## src/rtl/invaders_pkg.sv

```systemverilog
// invaders_pkg
//   Definitions shared by the alien-formation producer (invader_march_ctrl)
//   and consumer (Machine): march FSM state encoding, the screen-edge
//   positions and the bus widths of the move interface.
package invaders_pkg;

   localparam int unsigned POS_W    = 11;  // formation x position width
   localparam int unsigned ALIVE_W  = 6;   // alive invader count width
   localparam int unsigned PERIOD_W = 24;  // step period / counter width

   localparam logic [POS_W-1:0] SCREEN_X_MIN = 11'd16;
   localparam logic [POS_W-1:0] SCREEN_X_MAX = 11'd560;

   typedef enum logic [1:0] {
      ST_IDLE  = 2'd0,
      ST_COUNT = 2'd1,
      ST_TICK  = 2'd2
   } march_state_t;

endpackage

```

## src/rtl/step_period_calc.sv

```systemverilog
// step_period_calc
//   Combinational step period: P = MIN_PERIOD + alive_count * PERIOD_STEP,
//   evaluated wide enough that it cannot overflow, then clamped to the
//   largest PERIOD_W-bit value.
// Ports:
//   i_alive_count  in   ALIVE_W   invaders still alive
//   o_period       out  PERIOD_W  clocks per step (saturated)
module step_period_calc
   import invaders_pkg::*;
#(
   parameter logic [PERIOD_W-1:0] MIN_PERIOD  = 24'd400000,
   parameter logic [PERIOD_W-1:0] PERIOD_STEP = 24'd40000
)(
   input  logic [ALIVE_W-1:0]  i_alive_count,
   output logic [PERIOD_W-1:0] o_period
);

   localparam int unsigned FULL_W = PERIOD_W + ALIVE_W + 1;

   logic [FULL_W-1:0] w_full;

   assign w_full = FULL_W'(MIN_PERIOD)
                 + FULL_W'(i_alive_count) * FULL_W'(PERIOD_STEP);

   assign o_period = (w_full > FULL_W'({PERIOD_W{1'b1}})) ? '1
                                                          : w_full[PERIOD_W-1:0];

endmodule

```

## src/rtl/invader_march_ctrl.sv

```systemverilog
// invader_march_ctrl
//   Producer side of the alien-formation move interface. Counts out one step
//   period, then either strobes mueva (normal step) or, when the formation
//   sits at the screen edge in the march direction, strobes drop and reverses
//   dir. The period shrinks as invaders are destroyed.
// Ports:
//   CLK          in   1        system clock, rising edge
//   RST          in   1        synchronous active-high reset
//   enable       in   1        game running; 0 pauses marching
//   alive_count  in   ALIVE_W  invaders still alive
//   posx         in   POS_W    formation x position from Machine
//   mueva        out  1        one-cycle step strobe
//   dir          out  1        march direction, 1 = right
//   drop         out  1        one-cycle row-drop request
//   halted       out  1        wave cleared (alive_count == 0), 1 cycle late
module invader_march_ctrl
   import invaders_pkg::*;
#(
   parameter logic [PERIOD_W-1:0] MIN_PERIOD  = 24'd400000,
   parameter logic [PERIOD_W-1:0] PERIOD_STEP = 24'd40000,
   parameter logic [POS_W-1:0]    X_MIN       = SCREEN_X_MIN,
   parameter logic [POS_W-1:0]    X_MAX       = SCREEN_X_MAX
)(
   input  logic               CLK,
   input  logic               RST,
   input  logic               enable,
   input  logic [ALIVE_W-1:0] alive_count,
   input  logic [POS_W-1:0]   posx,
   output logic               mueva,
   output logic               dir,
   output logic               drop,
   output logic               halted
);

   localparam logic [PERIOD_W-1:0] CNT_ONE = PERIOD_W'(1);

   march_state_t        r_state;
   march_state_t        w_state_nxt;
   logic [PERIOD_W-1:0] r_cnt;
   logic [PERIOD_W-1:0] w_cnt_nxt;
   logic                r_mueva;
   logic                r_drop;
   logic                r_dir;
   logic                r_halted;
   logic                w_mueva_nxt;
   logic                w_drop_nxt;
   logic                w_dir_nxt;
   logic [PERIOD_W-1:0] w_period;
   logic [PERIOD_W-1:0] w_reload;
   logic                w_run;
   logic                w_edge;

   step_period_calc #(
      .MIN_PERIOD  (MIN_PERIOD),
      .PERIOD_STEP (PERIOD_STEP)
   ) u_period (
      .i_alive_count (alive_count),
      .o_period      (w_period)
   );

   // Counter holds P-1 so that load + P-1 decrements + TICK spans P+1 clocks.
   assign w_reload = (w_period == '0) ? '0 : (w_period - CNT_ONE);
   assign w_run    = enable && (alive_count != '0);
   assign w_edge   = (r_dir && (posx >= X_MAX)) || (!r_dir && (posx <= X_MIN));

   always_comb begin
      w_state_nxt = r_state;
      w_cnt_nxt   = r_cnt;
      w_mueva_nxt = 1'b0;
      w_drop_nxt  = 1'b0;
      w_dir_nxt   = r_dir;
      case (r_state)
         ST_IDLE: begin
            w_cnt_nxt = '0;
            if (w_run) begin
               w_cnt_nxt   = w_reload;
               w_state_nxt = ST_COUNT;
            end
         end
         ST_COUNT: begin
            if (!w_run) begin
               w_cnt_nxt   = '0;
               w_state_nxt = ST_IDLE;
            end else if (r_cnt == '0) begin
               w_state_nxt = ST_TICK;
            end else begin
               w_cnt_nxt = r_cnt - CNT_ONE;
            end
         end
         ST_TICK: begin
            if (!w_run) begin
               // pending tick is discarded
               w_cnt_nxt   = '0;
               w_state_nxt = ST_IDLE;
            end else begin
               if (w_edge) begin
                  w_drop_nxt = 1'b1;
                  w_dir_nxt  = ~r_dir;
               end else begin
                  w_mueva_nxt = 1'b1;
               end
               w_cnt_nxt   = w_reload;
               w_state_nxt = ST_COUNT;
            end
         end
         default: begin
            w_cnt_nxt   = '0;
            w_state_nxt = ST_IDLE;
         end
      endcase
   end

   always_ff @(posedge CLK) begin
      if (RST) begin
         r_state  <= ST_IDLE;
         r_cnt    <= '0;
         r_mueva  <= 1'b0;
         r_drop   <= 1'b0;
         r_dir    <= 1'b1;
         r_halted <= 1'b0;
      end else begin
         r_state  <= w_state_nxt;
         r_cnt    <= w_cnt_nxt;
         r_mueva  <= w_mueva_nxt;
         r_drop   <= w_drop_nxt;
         r_dir    <= w_dir_nxt;
         r_halted <= (alive_count == '0);
      end
   end

   assign mueva  = r_mueva;
   assign drop   = r_drop;
   assign dir    = r_dir;
   assign halted = r_halted;

endmodule

```

## config.mk

```make
export PLATFORM = sky130hd
export DESIGN_NAME = invader_march_ctrl
export DESIGN_NICKNAME = d
export VERILOG_FILES = /design/src/rtl/invaders_pkg.sv /design/src/rtl/step_period_calc.sv /design/src/rtl/invader_march_ctrl.sv
export SDC_FILE = /design/constraint.sdc
export NUM_CORES = 1
export LEC_CHECK = 0
export BUFFER_PORTS_ARGS = -buffer_cell sky130_fd_sc_hd__buf_2
export CORE_MARGIN = 3
export CORE_UTILIZATION = 51
export CTS_BUF_LIST = sky130_fd_sc_hd__clkbuf_8 sky130_fd_sc_hd__clkbuf_16
export DETAILED_ROUTE_END_ITERATION = 6
export PLACE_DENSITY = 0.72
export SKIP_LAST_GASP = 1
export SLEW_MARGIN = 20
export SYNTH_ARGS = -nofsm -noshare
export SYNTH_HDL_FRONTEND = slang
export SYNTH_SLANG_ARGS = --single-unit
```

## constraint.sdc

```tcl
create_clock -name CLK -period 4.4 [get_ports CLK]
set_clock_uncertainty 0.2 [all_clocks]
set_input_delay 0.88 -clock CLK [delete_from_list [all_inputs] [get_ports CLK]]
set_output_delay 0.88 -clock CLK [all_outputs]
set_load 0.03 [all_outputs]
```

==> results.toml <==
[status]
status = "finished, violations left"
violations = "setup timing"

[placed_design]
dp_hpwl_um = 5060
io_buffers = 23
globalplace.congestion = 0.865
dpl_worst_slack_ns = -0.389

[final_layout]
fin_nets = 479
areaGrowthSynthToFinish_pct = 28.9
drive_gt1_share_pct = 29.2
final_common_cell = "buf_4"
antenna_cells = 0
final.fill_count = 423
final_cell_mix = "buf_4, nor2_1, dfxtp_1, ha_1, nand2_1"
final_util_pct = 69.8

[sta]
setup_violations = 1
maxSlewViolCount = 0
finalHoldViolCount = 0
hold_ws_ns = 0.274
tns_ns = -0.0332
post-route-period-util_pct = 101
layout_setup_ws_ns = -0.0332
max_freq_mhz = 226
fin_crit_ns = 4.43
rsz0062_at_grt = "true"
worst_pin_slew_ns = 0.713
relSlewSlack_pct = 52.3

[power]
peakVddDrop_v = 0.000240
total_power_uw = 1650
p_leak_uw = 0.00164
power_density_mw_per_mm2 = 451

[drt]
vias = 2648
wire_per_inst_um = 13.1
drtIter0Drc = 86
postRouteAntennaNets = 0
first_pass_iters = 4
detail_route.vias_per_cell = 5.36
drc = 0
routed_wl_um = 6460

[global_route]
grt.overflow.total = 0
antenna_found_initial = 0
grt_pass1_wl_um = 11400
grt_pass1_vias = 2648
grt_use_total_pct = 22.0
grt_max_degree = 18

[logic_synthesis]
yosys-mux-area-fraction_pct = 0.794
synth_area_mm2 = 0.00284
yosys_warnings = 0
avgSynthCellArea_um2 = 8.20
synthArstFlopShare_pct = 0
ys.flop_type = "dfxtp_1"
synthAdderAreaFrac_pct = 17.7
ys_types = 59
ys_seq_elements = 30
synthCells = 346
synth_edf_count = 0
synthSimpleGateAreaFrac_pct = 24.3
synth-xor-area-share_pct = 15.1
synth_top_family_by_area = "simple AND/OR/NAND/NOR gates"
ys_seq_area_share_pct = 21.2
synth_nets = 402
synth_compound_area_share_pct = 15.9

[critical_path]
worstPathRequired_ns = 4.37
cp-end-kind = "flop"
cp-start-kind = "input pin"
worstSetupPathType = "input pin to flop"
crit_arrival_ns = 4.40
cp_max_fo = 4

[floorplanning]
die_area_mm2 = 0.00650
die_w_um = 80.6
start_util_pct = 54.2
core_mm2 = 0.00524
pin_count = 24
die-height_um = 80.6
fp-row-count = 26

[cts]
path_clk_slew_ns = 0.06
clk_latency_ns = 0.29
clock_path_buffers = 2
cts_sinks = 30
cts_buffers = 5
root_buffer = "clkbuf_8"
htree_num_levels = 2
tritoncts = "done"

[worst_hold_path]
min-delay-path-class = "flop to flop"

[run]
cap_viol_max_count = 0
-- sequential cells by signal, indices dropped and copies added (netlist names) --
signal / cells
r_cnt: 24
r_state: 2
dir: 1
drop: 1
halted: 1
mueva: 1
-- worst max-delay path: stages --
cell	delay, ns
buf_8	0.08
clkinvlp_4	0.11
fa_1	0.54
fa_1	0.42
inv_1	0.07
ha_2	0.17
inv_2	0.04
fa_2	0.60
xnor2_2	0.07
or2_1	0.27
or4_4	0.55
nor3_4	0.23
nand3_1	0.11
xnor2_1	0.17
o22ai_1	0.08
-- per-layer routing --
metal / vias up / share of wire, % / track usage (%) / wire length [um]
li1: 1373 / - / - / -
met1: 1223 / 44 / 25.7 / 2840
met2: 43 / 51 / 40.9 / 3310
met3: 9 / 3.0 / 3.14 / 194
met4: 0 / 1.7 / 6.59 / 109
met5: - / 0 / 0 / 0
-- power by group --
part           internal, uW  leakage [uW]  switching (uW)
sequential              302      0.000246            29.1
combinational           584       0.00134             500
clock                   125     0.0000472             107
total                  1010       0.00164             636
-- synthesized netlist by cell type, drive strengths merged, types with 2 or more instances --
cell type | count | share of area [%]
o21ai | 11 | 1.9
xor2 | 22 | 6.8
and3 | 2 | 0.44
inv | 19 | 2.5
buf | 5 | 1.6
nor3b | 4 | 1.1
nor4 | 4 | 0.88
ha | 29 | 13
or3 | 3 | 0.66
nand2 | 24 | 3.2
a21oi | 10 | 1.8
nand4b | 2 | 0.62
nor2b | 3 | 0.66
fa | 7 | 4.9
a211oi | 3 | 0.97
a21boi | 2 | 0.53
a21o | 3 | 0.79
nand3 | 15 | 2.8
o22ai | 6 | 1.3
nor3 | 14 | 2.9
nand2b | 7 | 1.5
or4 | 6 | 1.9
o21a | 3 | 0.79
nor2 | 43 | 5.8
o21bai | 2 | 0.53
a22oi | 10 | 2.6
dfxtp | 30 | 21
or2 | 5 | 1.1
mux2 | 2 | 0.79
clkbuf | 6 | 0.84
xnor2 | 27 | 8.3
-- cell families after synthesis --
group / count (synthesis)
and+or+nand+nor: 135
AOI/OAI and AO/OA: 64
xor gates and xnor gates: 49
adders and majority gates: 36
buffers and inverters: 30
DFF: 30
muxes: 2
-- area by class of cell --
cell class                 instances  area [um2]  area share (%)
sequential                        30         601            16.4
clock inverter                     2        12.5           0.342
timing repair buffer              81         561            15.3
multi-input combinational        286        2240            61.2
tap                               70        87.6            2.39
clock buffer                       6        82.6            2.26
inverter                          19        75.1            2.05
-- stage by stage --
step / instance area [um2] / instances
global route: 3660 / 494
CTS: 3570 / 491
global placement: 3390 / 478
floorplan: 2880 / 346
detailed placement: 3390 / 478
finish: 3660 / 494
-- final timing paths --
path                  start   endpoint  slack, ns  cells past startpoint
max reg2reg        r_cnt[0]   r_cnt[1]       1.11                     11
min reg2reg        r_cnt[1]   r_cnt[1]       0.27                      2
min                r_cnt[1]   r_cnt[1]       0.27                      2
max          alive_count[1]  r_cnt[19]      -0.03                     15
-- what timing repair did --
action,4_1_cts,5_1_grt
hold buffers,0,0
buffers inserted,5,3
pin swaps,11,11
endpoints found under the setup margin,5,7
gates cloned,0,0
gates resized for setup,6,12
(Power assumes the default switching activity.)
